File: config.mk
export PLATFORM = sky130hd
export DESIGN_NAME = v810_sysreg
export DESIGN_NICKNAME = d
export VERILOG_FILES = /design/src/rtl/v810_sysreg.sv
export SDC_FILE = /design/constraint.sdc
export NUM_CORES = 1
export LEC_CHECK = 0
export ABC_CLOCK_PERIOD_IN_PS = 14950
export BUFFER_PORTS_ARGS = -buffer_cell sky130_fd_sc_hd__buf_2
export CAP_MARGIN = 20
export CORE_MARGIN = 2
export CORE_UTILIZATION = 60
export DETAILED_ROUTE_END_ITERATION = 8
export PLACE_DENSITY = 0.85
export SLEW_MARGIN = 0
export SYNTH_ARGS = -nofsm -noshare
export SYNTH_HDL_FRONTEND = slang
export SYNTH_SLANG_ARGS = --single-unit
File: constraint.sdc
create_clock -name CLK -period 14.95 [get_ports CLK]
set_input_delay 0.7475 -clock CLK [delete_from_list [all_inputs] [get_ports CLK]]
set_output_delay 0.7475 -clock CLK [all_outputs]
set_load 0.01 [all_outputs]
File: src/rtl/v810_sysreg.sv
// V810 system register file and exception sequencer.
// Serves LDSR/STSR, takes traps/RETI and hands fetch a redirect PC.
package v810_pkg;

  typedef enum logic [4:0] {
    SR_EIPC  = 5'd0,
    SR_EIPSW = 5'd1,
    SR_FEPC  = 5'd2,
    SR_FEPSW = 5'd3,
    SR_ECR   = 5'd4,
    SR_PSW   = 5'd5,
    SR_PIR   = 5'd6,
    SR_TKCW  = 5'd7,
    SR_CHCW  = 5'd24,
    SR_ADTRE = 5'd25
  } sr_sel_t;

  typedef struct packed {
    logic cy;
    logic ov;
    logic s;
    logic z;
  } aluflags_t;

  typedef struct packed {
    logic [11:0] rfu_hi;
    logic [3:0]  i;
    logic        np;
    logic        ep;
    logic        ae;
    logic        id;
    logic [1:0]  rfu_lo;
    logic [5:0]  fpu;
    aluflags_t   fl;
  } psw_t;

  localparam logic [31:0] PSW_MASK = 32'h000F_F3FF;

  typedef enum logic [1:0] {
    IDLE,
    VECT,
    HALT
  } state_t;

endpackage

import v810_pkg::*;

module v810_sysreg #(
  parameter logic [31:0] PIR_VALUE  = 32'h0000_8100,
  parameter logic [31:0] TKCW_VALUE = 32'h0000_00E0
) (
  input  logic        CLK,
  input  logic        RES,
  input  logic        CE,
  input  sr_sel_t     SR_SEL,
  input  logic        SR_WE,
  input  logic [31:0] SR_WD,
  output logic [31:0] SR_RD,
  input  logic        ALU_FL_WE,
  input  aluflags_t   ALU_FL,
  output psw_t        PSW,
  input  logic        EXC_REQ,
  input  logic [15:0] EXC_CODE,
  input  logic [31:0] EXC_PC,
  input  logic        NMI_REQ,
  input  logic        INT_REQ,
  input  logic [3:0]  INT_LEVEL,
  input  logic [31:0] INT_PC,
  input  logic        RETI,
  output logic        EVT_ACK,
  output logic        VEC_VALID,
  output logic [31:0] VEC_PC,
  input  logic        VEC_ACK,
  output logic        FATAL
);

  state_t      state, state_nx;
  psw_t        psw_q, psw_tr;
  logic [31:0] eipc, eipsw, fepc, fepsw;
  logic [31:0] ecr, adtre, vec_pc;
  logic        ice;

  logic idle, int_ok;
  logic go_exc, go_nmi, go_int, go_reti;
  logic fatal_evt, exc_fe, exc_ei, nmi_fe;
  logic [3:0]  lvl_inc;
  logic [15:0] int_code;

  assign idle    = CE && (state == IDLE);
  assign int_ok  = !psw_q.id && !psw_q.ep && !psw_q.np &&
                   (INT_LEVEL >= psw_q.i);
  assign go_exc  = idle && EXC_REQ;
  assign go_nmi  = idle && !EXC_REQ && NMI_REQ;
  assign go_int  = idle && !EXC_REQ && !NMI_REQ &&
                   INT_REQ && int_ok;
  assign go_reti = idle && !EXC_REQ && !NMI_REQ &&
                   !(INT_REQ && int_ok) && RETI;

  assign fatal_evt = (go_exc || go_nmi) && psw_q.np;
  assign exc_fe    = go_exc && !psw_q.np && psw_q.ep;
  assign exc_ei    = go_exc && !psw_q.np && !psw_q.ep;
  assign nmi_fe    = go_nmi && !psw_q.np;

  assign lvl_inc  = (INT_LEVEL == 4'hF) ? 4'hF
                                        : INT_LEVEL + 4'd1;
  assign int_code = {8'hFE, INT_LEVEL, 4'h0};

  // Common trap side effects on the saved-from PSW.
  always_comb begin
    psw_tr    = psw_q;
    psw_tr.id = 1'b1;
    psw_tr.ae = 1'b0;
  end

  always_ff @(posedge CLK or posedge RES) begin
    if (RES)
      state <= VECT;
    else if (CE)
      state <= state_nx;
  end

  always_comb begin
    state_nx = state;
    unique case (state)
      IDLE: begin
        if (fatal_evt)
          state_nx = HALT;
        else if (go_exc || go_nmi || go_int || go_reti)
          state_nx = VECT;
      end
      VECT: if (VEC_ACK) state_nx = IDLE;
      HALT: state_nx = HALT;
      default: state_nx = VECT;
    endcase
  end

  always_comb begin
    EVT_ACK   = go_exc || go_nmi || go_int || go_reti;
    VEC_VALID = (state == VECT);
    FATAL     = (state == HALT);
  end

  always_ff @(posedge CLK or posedge RES) begin
    if (RES) begin
      psw_q  <= psw_t'(32'h0000_8000);
      ecr    <= 32'h0000_FFF0;
      vec_pc <= 32'hFFFF_FFF0;
      eipc   <= '0;
      eipsw  <= '0;
      fepc   <= '0;
      fepsw  <= '0;
      adtre  <= '0;
      ice    <= 1'b0;
    end else if (CE) begin
      unique case (1'b1)
        fatal_evt: ;
        exc_fe: begin
          fepc         <= EXC_PC;
          fepsw        <= psw_q;
          ecr[31:16]   <= EXC_CODE;
          psw_q        <= psw_tr;
          psw_q.np     <= 1'b1;
          vec_pc       <= 32'hFFFF_FFD0;
        end
        exc_ei: begin
          eipc         <= EXC_PC;
          eipsw        <= psw_q;
          ecr[15:0]    <= EXC_CODE;
          psw_q        <= psw_tr;
          psw_q.ep     <= 1'b1;
          vec_pc       <= {16'hFFFF, EXC_CODE & 16'hFFF0};
        end
        nmi_fe: begin
          fepc         <= EXC_PC;
          fepsw        <= psw_q;
          ecr[31:16]   <= 16'hFFD0;
          psw_q        <= psw_tr;
          psw_q.np     <= 1'b1;
          vec_pc       <= 32'hFFFF_FFD0;
        end
        go_int: begin
          eipc         <= INT_PC;
          eipsw        <= psw_q;
          ecr[15:0]    <= int_code;
          psw_q        <= psw_tr;
          psw_q.ep     <= 1'b1;
          psw_q.i      <= lvl_inc;
          vec_pc       <= {16'hFFFF, int_code};
        end
        go_reti: begin
          psw_q  <= psw_t'((psw_q.np ? fepsw : eipsw) & PSW_MASK);
          vec_pc <= psw_q.np ? fepc : eipc;
        end
        default: begin
          if (ALU_FL_WE)
            psw_q.fl <= ALU_FL;
          // An LDSR to PSW lands after the flag update and overrides it.
          if (SR_WE) begin
            case (SR_SEL)
              SR_EIPC:  eipc  <= {SR_WD[31:1], 1'b0};
              SR_EIPSW: eipsw <= SR_WD;
              SR_FEPC:  fepc  <= {SR_WD[31:1], 1'b0};
              SR_FEPSW: fepsw <= SR_WD;
              SR_PSW:   psw_q <= psw_t'(SR_WD & PSW_MASK);
              SR_CHCW:  ice   <= SR_WD[1];
              SR_ADTRE: adtre <= {SR_WD[31:1], 1'b0};
              default: ;
            endcase
          end
        end
      endcase
    end
  end

  always_comb begin
    case (SR_SEL)
      SR_EIPC:  SR_RD = eipc;
      SR_EIPSW: SR_RD = eipsw;
      SR_FEPC:  SR_RD = fepc;
      SR_FEPSW: SR_RD = fepsw;
      SR_ECR:   SR_RD = ecr;
      SR_PSW:   SR_RD = psw_q;
      SR_PIR:   SR_RD = PIR_VALUE;
      SR_TKCW:  SR_RD = TKCW_VALUE;
      SR_CHCW:  SR_RD = {30'b0, ice, 1'b0};
      SR_ADTRE: SR_RD = adtre;
      default:  SR_RD = '0;
    endcase
  end

  assign PSW    = psw_q;
  assign VEC_PC = vec_pc;

endmodule
==> metrics.md <==
| Metric | Value |
|---|---|
| CTS Sinks | about 240 |
| Initial Utilization | 61.2% |
| Fin. max-slew vios | 0 |
| Clock-pin slew on the worst setup and hold paths | roughly 0.06 ns |
| DP HPWL | approximately 27 mm |
| CP top delay family | flip-flops |
| Rows | 52 |
| Via/cell ratio | 6.76 |
| PwrDens | 181 nW/um2 |
| IO Pins | around 230 |
| Largest net degree at the start of global routing | 111 |
| Leak | roughly 6.7 nW |
| Levels on crit path | 8 |
| # fillers | 1499 |
| Design Power | around 2.6 mW |
| WP buf/inv | 2 |
| H-Tree Depth | 1 |
| Setup Skew | ~0.012 ns |
| Worst Reg-to-Reg Cells | 8 |
| Ys Warns | 0 |
| Setup crit start kind | register |
| Final setup fails | 0 |
| Critical Path RT | ~15 ns |
| Ordered cell list for the critical path | nor3b_1, and2b_2, a31oi_4, buf_4, nand3_1, buf_4, a211oi_1, o22a_1 |
| Mapped Cells | approximately 1300 |
| CP max stage delay | approximately 1.3 ns |
| WL/cell | 23.8 um |
| Multiplexer share of the synthesized area | just over 8% |
| Clock root cell | clkbuf_16 |
| Outcome | finished clean |
| Critical Path AT | 4.85 ns |
| Die Area | 21900 um2 |
| DR pass1 iterations | 6 |
| Core area | 20300 um2 |
| Final ANT Viol Nets | 0 |
| Distinct cells, synth | between 50 and 60 |
| DRT iter0 DRCs | between 1500 and 2000 |
| Hold_buf cts | 0 |
| Final Critical Period | around 4.4 ns |
| GP Congestion | 0.916 |
| Avg Cell Area, Syn | 9.40 um2 |
| First-pass GRT wire length | about 65 mm |
| Synth Area in Simple Gates | between 10% and 20% |
| CP dominant cell by count | buf_4 |
| Max_cap viols | 0 |
| Largest family of logic cells by synthesized area | compound AO/OA/AOI/OAI gates |
| Clk Latency, worst-skew pair | between 0.5 and 0.6 ns |
| Fin crit share | between 20% and 30% |
| Finished Core Util | between 70% and 80% |
| RSZ-0062 raised after global routing | no |
| Via count | between 10000 and 15000 |
| Synth Area in Compound Gates | around 22% |
| TritonCTS clock tree | yes |
| CTS buffer count | 25 |
| Hold WC Path Type | input pin to async pin |
| Vias in the first global route | around 12000 |
| Die Span Y | 148 um |
| Slowest CP cell | dfstp_4 |
| Area Overhead vs Synth | 17.1% |
| Post-synthesis adder-cell area fraction | less than 1% |
| Nets | around 1600 |
| Longest Clk Path Bufs | 3 |
| Die width | between 100 and 150 um |
| Final Hold Violating Endpoints | 0 |
| Share of cells above drive strength 1 | 25.8% |
| GRT Residual Overflow | 0 |
| Synth Cell Area | approximately 12000 um2 |
| Register area share after synthesis | roughly 50% |
| Fmax | ~230 MHz |
| Worst Tran Pin Value | about 1.1 ns |
| Sum of negative setup slack | 0 ns |
| Post-CTS setup buffers | 0 |
| Critical path type | register to register |
| DR DRC count | 0 |
| Initial antenna violation count | 2 |
| Crit end category | register |
| Post-cts gate resize count | 0 |
| Routed WL | ~42 mm |
| #FFs+latches synth | ~240 |
| Synth Area in XOR/XNOR | 0% |
| Slew HR | a little under a quarter |
| GRT Total Usage | 38.2% |
| PortBufs | about 220 |
| Peak VDD IR | 0.0902 mV |
| Critical-path maximum fanout | a little under 60 |
report_power, final:
group | total (mW) | internal, mW | switching [mW]
logic | 0.740 | 0.334 | 0.406
clock network | 0.651 | 0.381 | 0.270
registers | 1.24 | 0.972 | 0.272
total | 2.63 | 1.69 | 0.948
logic make-up (layout without fill, tap and decap cells):
logic type,Yosys count,count (layout)
flops,244,244
buf+inv,130,309
mux,97,97
other cells,1,16
fa+ha+maj,8,8
simple gates,435,435
compound gates,406,406
layout by cell type (no fill, tap or decap), types with 3 or more instances in the layout:
cell,count
mux2_2,39
clkbuf_8,4
mux2i_1,57
nor3_2,5
nand3_1,45
inv_1,12
a22o_1,7
clkbuf_1,8
a222oi_1,12
clkbuf_16,25
a211oi_1,5
a31oi_1,105
a221oi_1,10
o22ai_1,5
o21ai_1,3
o22a_1,16
nor3_1,6
o21ai_0,53
and3_1,4
ha_1,8
and2_1,5
nand2b_1,4
nor3b_1,3
buf_4,29
nor2_1,148
bufinv_16,3
conb_1,14
clkinv_2,4
a21oi_1,62
a211o_1,6
nand2_1,197
a22oi_1,107
buf_2,219
dfstp_2,41
dfrtp_1,202
per-layer routing:
layer / wire length, um / up-vias / GRT usage (%)
li1: - / 5150 / -
met2: 18900 / 1015 / 58.3
met5: 0 / - / 0
met4: 2540 / 0 / 20.2
met1: 14900 / 5680 / 50.8
met3: 6150 / 227 / 9.57
registers in the layout, summed over array words and instances (netlist names):
signal,flops
ice,1
state,2
fepsw,32
adtre,31
eipsw,32
VEC_PC,32
eipc,32
fepc,32
PSW,18
ecr,32
stage by stage:
step                worst slack [ns]  hold slack, ns  instances  area (um2)
floorplan                       7.57           0.450       1334       12500
global placement               10.57           0.462       1735       13700
detailed placement             10.43           0.465       1735       13700
CTS                            10.55           0.385       1781       14500
global route                   10.43           0.432       1785       14500
finish                         10.56           0.332       1785       14500
final timing paths:
| check | endpoint | from | slack, ns |
|---|---|---|---|
| max | PSW[3]$_DFFE_PP0P_ | PSW[15]$_DFFE_PP1P_ | 10.56 |
| min | eipc[27]$_DFFE_PP0P_ | RES | 0.33 |
| max reg2reg | PSW[3]$_DFFE_PP0P_ | PSW[15]$_DFFE_PP1P_ | 10.56 |
| min reg2reg | VEC_PC[3]$_DFFE_PP0P_ | VEC_PC[3]$_DFFE_PP0P_ | 0.47 |
| max in group asynchronous | adtre[18]$_DFFE_PP0P_ | RES | 12.38 |
| min in group CLK | fepc[0]$_DFFE_PP0P_ | EXC_PC[0] | 0.44 |
cell usage after synthesis (all sizes together):
master	n	area share, %
nor4b	1	0.19
a221o	1	0.081
nand2	198	6.0
a32o	1	0.081
a32oi	1	0.071
a211oi	7	0.56
a221oi	10	0.71
ha	8	0.81
and3	5	0.25
o22a	16	1.1
a211o	6	0.42
a22o	7	0.49
a22oi	107	6.5
inv	13	0.39
a222oi	12	0.97
nor2	149	4.5
conb	1	0.030
nor3b	4	0.24
nand4	2	0.10
o21a	1	0.060
dfstp	42	8.9
buf	61	2.6
nand3	46	1.9
a31o	1	0.071
nand2b	4	0.20
o211ai	2	0.12
o22ai	5	0.25
nor3	12	0.56
clkbuf	56	1.7
dfrtp	202	41
mux2	40	3.6
a41oi	1	0.071
o21ai	56	2.3
or3	2	0.10
mux2i	57	4.6
a21o	2	0.12
a31oi	106	5.3
or3b	1	0.071
o31a	1	0.071
and2b	1	0.060
nand3b	2	0.12
a21oi	63	2.6
nor4	2	0.10
and2	5	0.25
and4bb	1	0.10
layout make-up:
type	instances	area (um2)	share of cell area, %
Inverter	13	56.3	0.387
Antenna cell	2	5.00	0.0344
Sequential cell	244	6160	42.4
Multi-Input combinational cell	960	5790	39.9
Clock buffer	37	711	4.89
Timing Repair Buffer	250	1350	9.25
Tap cell	270	338	2.32
Clock inverter	9	126	0.869
No activity file was read; power rests on OpenSTA's default activity.
